--- src/rtl/range_counter_multi_pkg.sv ---
// Shared constants for the programmable range counter: mode encodings and
// bounce-direction values.
package range_counter_pkg;
   localparam logic [1:0] MODE_WRAP   = 2'b00;
   localparam logic [1:0] MODE_SAT    = 2'b01;
   localparam logic [1:0] MODE_BOUNCE = 2'b10;

   localparam logic DIR_UP = 1'b1;
   localparam logic DIR_DN = 1'b0;
endpackage

--- src/rtl/range_counter_multi_range_next.sv ---
// Next-state logic for the range counter: range recovery plus wrap,
// saturate and bounce stepping, evaluated at WIDTH+1 bits so nothing overflows.
module range_next
   import range_counter_pkg::*;
#(
   parameter int WIDTH = 6
) (
   input  logic [WIDTH-1:0] count,
   input  logic             dir,
   input  logic [WIDTH-1:0] s,
   input  logic [WIDTH-1:0] lo,
   input  logic [WIDTH-1:0] hi,
   input  logic [1:0]       mode,
   input  logic             up,
   output logic [WIDTH-1:0] next_count,
   output logic             next_dir,
   output logic             evt_next
);
   logic [WIDTH:0] sum;
   logic [WIDTH:0] diff;
   logic           borrow;
   logic           eff_up;

   assign sum    = {1'b0, count} + {1'b0, s};
   assign diff   = {1'b0, count} - {1'b0, s};
   assign borrow = diff[WIDTH];
   assign eff_up = (mode == MODE_BOUNCE) ? dir : up;

   always_comb begin
      next_count = count;
      next_dir   = dir;
      evt_next   = 1'b0;
      // Out-of-window counts snap to the bound we are heading away from.
      if (count < lo || count > hi) begin
         next_count = eff_up ? lo : hi;
      end else begin
         case (mode)
            MODE_SAT: begin
               if (eff_up) begin
                  if (sum >= {1'b0, hi}) begin
                     next_count = hi;
                     evt_next   = (count != hi);
                  end else begin
                     next_count = sum[WIDTH-1:0];
                  end
               end else if (borrow || diff[WIDTH-1:0] <= lo) begin
                  next_count = lo;
                  evt_next   = (count != lo);
               end else begin
                  next_count = diff[WIDTH-1:0];
               end
            end
            MODE_BOUNCE: begin
               if (eff_up) begin
                  if (sum >= {1'b0, hi}) begin
                     next_count = hi;
                     next_dir   = DIR_DN;
                     evt_next   = 1'b1;
                  end else begin
                     next_count = sum[WIDTH-1:0];
                  end
               end else if (borrow || diff[WIDTH-1:0] <= lo) begin
                  next_count = lo;
                  next_dir   = DIR_UP;
                  evt_next   = 1'b1;
               end else begin
                  next_count = diff[WIDTH-1:0];
               end
            end
            default: begin
               if (eff_up) begin
                  if (sum > {1'b0, hi}) begin
                     next_count = lo;
                     evt_next   = 1'b1;
                  end else begin
                     next_count = sum[WIDTH-1:0];
                  end
               end else if (borrow || diff[WIDTH-1:0] < lo) begin
                  next_count = hi;
                  evt_next   = 1'b1;
               end else begin
                  next_count = diff[WIDTH-1:0];
               end
            end
         endcase
      end
   end
endmodule

--- src/rtl/range_counter_multi.sv ---
// Bounded counter over a run-time window [lo, hi] with programmable step and
// wrap/saturate/bounce modes; holds the count, bounce direction and event registers.
module range_counter_multi
   import range_counter_pkg::*;
#(
   parameter int WIDTH   = 6,
   parameter bit DEF_DIR = 1'b1
) (
   input  logic             clk,
   input  logic             rst,
   input  logic             en,
   input  logic             up,
   input  logic [1:0]       mode,
   input  logic [WIDTH-1:0] step,
   input  logic [WIDTH-1:0] lo,
   input  logic [WIDTH-1:0] hi,
   input  logic             load,
   input  logic [WIDTH-1:0] load_val,
   output logic [WIDTH-1:0] count,
   output logic             evt,
   output logic             at_lo,
   output logic             at_hi,
   output logic             cfg_err
);
   logic             dir;
   logic [WIDTH-1:0] s;
   logic [WIDTH-1:0] next_count;
   logic             next_dir;
   logic             evt_next;

   assign s       = (step == '0) ? WIDTH'(1) : step;
   assign cfg_err = (lo > hi);
   assign at_lo   = (count == lo);
   assign at_hi   = (count == hi);

   range_next #(.WIDTH(WIDTH)) u_next (
      .count      (count),
      .dir        (dir),
      .s          (s),
      .lo         (lo),
      .hi         (hi),
      .mode       (mode),
      .up         (up),
      .next_count (next_count),
      .next_dir   (next_dir),
      .evt_next   (evt_next)
   );

   always_ff @(posedge clk or posedge rst) begin
      if (rst) begin
         count <= '0;
         evt   <= 1'b0;
         dir   <= DEF_DIR;
      end else if (load) begin
         count <= load_val;
         evt   <= 1'b0;
      end else if (cfg_err) begin
         count <= lo;
         evt   <= 1'b0;
      end else if (en) begin
         count <= next_count;
         dir   <= next_dir;
         evt   <= evt_next;
      end else begin
         evt   <= 1'b0;
      end
   end
endmodule

--- config.mk ---
export PLATFORM = sky130hd
export DESIGN_NAME = range_counter_multi
export DESIGN_NICKNAME = d
export VERILOG_FILES = /design/src/rtl/range_counter_multi_pkg.sv /design/src/rtl/range_counter_multi_range_next.sv /design/src/rtl/range_counter_multi.sv
export SDC_FILE = /design/constraint.sdc
export NUM_CORES = 1
export LEC_CHECK = 0
export CAP_MARGIN = 5
export CORE_MARGIN = 4
export CORE_UTILIZATION = 51
export CTS_CLUSTER_DIAMETER = 200
export DETAILED_ROUTE_END_ITERATION = 12
export PLACE_DENSITY_LB_ADDON = 0.3
export SLEW_MARGIN = 0
export SYNTH_ARGS = -nofsm -noshare
export SYNTH_HDL_FRONTEND = slang
export SYNTH_HIERARCHICAL = 1
export SYNTH_SLANG_ARGS = --single-unit
--- constraint.sdc ---
create_clock -name clk -period 3.8 [get_ports clk]
set_input_delay 0.57 -clock clk [delete_from_list [all_inputs] [get_ports clk]]
set_output_delay 0.57 -clock clk [all_outputs]
set_load 0.02 [all_outputs]
==> flow_metrics.tcl <==
set metrics [dict create \
    clkSlewWorstSetupHoldPaths_ps 50 \
    drv_slew 0 \
    nFillCells 383 \
    yosysSeqAreaShare_pct 7.46 \
    antennaDiodeCount 0 \
    syn_inst 328 \
    arrival_ps 4710 \
    grt_max_degree 21 \
    r2r_cells 16 \
    fin_ws_ps -760 \
    min_period_ps 4560 \
    ys.flop_type "dfrtp_1" \
    gr-total-overflow 0 \
    viasPerCell 6.30 \
    leakage_nw 1.81 \
    die_area_um2 6530 \
    rr_startpoint "count[1]" \
    rows 26 \
    startpoint "step[2]" \
    syn_nets 405 \
    ant_nets 0 \
    htree_levels 1 \
    fmaxAchievable_mhz 219 \
    grt_pass1_wl_mm 15.4 \
    max_cap_violations 0 \
    synthArstFlopShare_pct 100 \
    synth_area_um2 2700 \
    crit_path_end_kind "flop" \
    fin_nets 506 \
    timing.rr.end "count[3]" \
    grt_pass1_vias 3044 \
    antenna_found_initial 0 \
    synth_warnings 6 \
    dp_hpwl_mm 7.75 \
    vias 3137 \
    gp_congestion 1.00 \
    cp.required_ps 3950 \
    die_h_um 80.8 \
    finalHoldViolations 0 \
    r2r_slack_ps -140 \
    avgSynthCellArea_um2 8.24 \
    skew_ps 8.77 \
    start_util_pct 52.9 \
    cts_num_sinks 8 \
    drc 0 \
    ys_types 70 \
    wl_per_cell_um 20.2 \
    holdBufCountCts 0 \
    powerDensity_nw_per_um2 454 \
    hp-class "in2async" \
    cp-start-kind "input port" \
    grt_use_total_pct 31.3 \
    p_total_mw 1.77 \
    rsz0062_at_grt "true" \
    io_buffers 40 \
    fin_area_um2 3900 \
    drive_gt1_share_pct 32.0 \
    worst-slew-pin-transition_ps 809 \
    cts_buffers 3 \
    drt-total-wl_mm 10.0 \
    area_growth_pct 44.4 \
    violations "negative setup slack" \
    status "finished with violations" \
    cts_root_buf "clkbuf_8" \
    slew_headroom_pct 45.9 \
    ir_worst_vdd_mv 0.307 \
    dp_slack_ps -1370 \
    crit_fanout 3 \
    cts_tree "yes" \
    placed_area_um2 3650 \
    synth-edff-count 0 \
    critPathKind "in2reg" \
    layout_common_cells "buf_4, ha_1, inv_1" \
    ys_ff_latch 8 \
    endpoint "count[3]" \
    io_pins 41 \
    drt-pass1-iter-count 5 \
    min_period_over_period_pct 120 \
    clockBufferDepth 2 \
    coreArea_um2 5110 \
    dieWidth_um 80.8 \
    insertion_delay_ps 240 \
    finalSetupViolCount 8 \
    drtIter0Drc 306 \
    final_common_cell "buf_4" \
]
[registers in the layout, indices dropped and copies added (netlist names)]
name,count
dir,1
evt,1
count,6
[cell usage after synthesis (2+ instances only)]
cell type  number  area (µm²)
xor2_1          7        61.3
and3_2          2        15.0
a211oi_1        3        22.5
o21bai_1        2        15.0
nand4_2         2        25.0
a31oi_1         2        12.5
clkbuf_1        9        33.8
dfrtp_1         7         175
o211ai_1        2        15.0
a22oi_1         2        15.0
a221oi_1        8        70.1
nand3_1         6        30.0
mux2i_1        13         130
xnor2_1        10        87.6
fa_1            2        40.0
nor2b_1         3        18.8
nor3b_1         2        15.0
o21ai_0         4        20.0
mux2_2          4        45.0
o2bb2ai_1       6        52.6
buf_2           4        20.0
buf_4           3        22.5
nand2b_1       10        62.6
ha_1           44         551
nor2_1         20        75.1
nand2_1        14        52.6
and2_1          2        12.5
a311oi_1        2        17.5
a21o_1          8        60.1
a21oi_1        26         130
a21oi_2         3        26.3
buf_6           2        22.5
o21ai_1         2        10.0
inv_1          39         146
nor3_1          6        30.0
and4_1          3        26.3
mux4_2          2        45.0
o221a_2         3        33.8
o41ai_1         6        52.6
nand4_1         3        18.8
[area by class of cell]
type | instances | area, µm² | share of cell area [%]
repair buffers | 115 | 976 | 25.0
inverters | 39 | 146 | 3.75
multi-input cells | 262 | 2440 | 62.7
clock buffers | 4 | 45.0 | 1.15
flip-flops and latches | 8 | 201 | 5.16
well taps | 70 | 87.6 | 2.25
[report_power, final]
| group | leakage (nW) | internal [mW] | switching (mW) |
|---|---|---|---|
| Clock | 0.0228 | 0.0737 | 0.0450 |
| Sequential | 0.0922 | 0.106 | 0.0198 |
| Combinational | 1.70 | 0.756 | 0.772 |
[per-stage QoR]
stage	util, %	hold slack [ps]	std cells	TNS [ps]
final	76.4	599	498	-5000
after global routing	76.4	639	498	-6060
after CTS	74.6	608	496	-5500
after detailed placement	71.5	658	488	-10330
after global placement	71.5	655	488	-9330
after floorplan	-	385	328	-4080
[cells by family (layout without fill, tap and decap cells)]
| logic type | Yosys count | after routing | synth area share (%) |
|---|---|---|---|
| adder cells (fa/ha/maj) | 46 | 46 | 21.9 |
| XOR/XNOR | 17 | 17 | 5.51 |
| buffers and inverters | 58 | 158 | 9.22 |
| flip-flops | 8 | 8 | 7.46 |
| AO/OA/AOI/OAI | 99 | 99 | 30.5 |
| AND/OR/NAND/NOR | 80 | 80 | 16.8 |
| multiplexers | 20 | 20 | 8.71 |
[critical path, stage by stage]
cell and delay, ps:
buf_6 90, or4_1 510, o21bai_1 210, ha_2 250, nand2b_4 70, a221oi_4 280
mux2_4 340, a2111oi_4 250, ha_1 310, a21o_1 200, a21o_1 190, o41ai_2 50
nand2b_1 180, buf_6 170, mux2i_1 110, mux4_2 490, a21oi_2 170, a221oi_2 70
o2bb2ai_1 190
[what timing repair did]
item                                    in CTS  in global routing
endpoints found under the setup margin       8                  8
gates resized for setup                     33                 10
buffers inserted                             4                  2
pin swaps                                   25                 15
[routing by layer]
metal	part of all wire (%)	track usage, %	vias up	wire (µm)
met5	0	0	-	0
met4	5.7	15.2	0	573
met3	8.5	6.54	58	852
met2	47	52.1	216	4700
met1	39	38.4	1450	3920
li1	-	-	1413	-
[worst min-delay path by stage]
stage          slack [ps]  cells after the start       end  start
3_3_place_gp          660                      1       dir    dir
3_5_place_dp          660                      1       dir    dir
5_1_grt               640                      2       evt    rst
6_report              600                      2       evt    rst
4_1_cts               610                      2       evt    rst
2_1_floorplan         380                      1  count[0]    rst
Power figures use the tool's default switching activity.
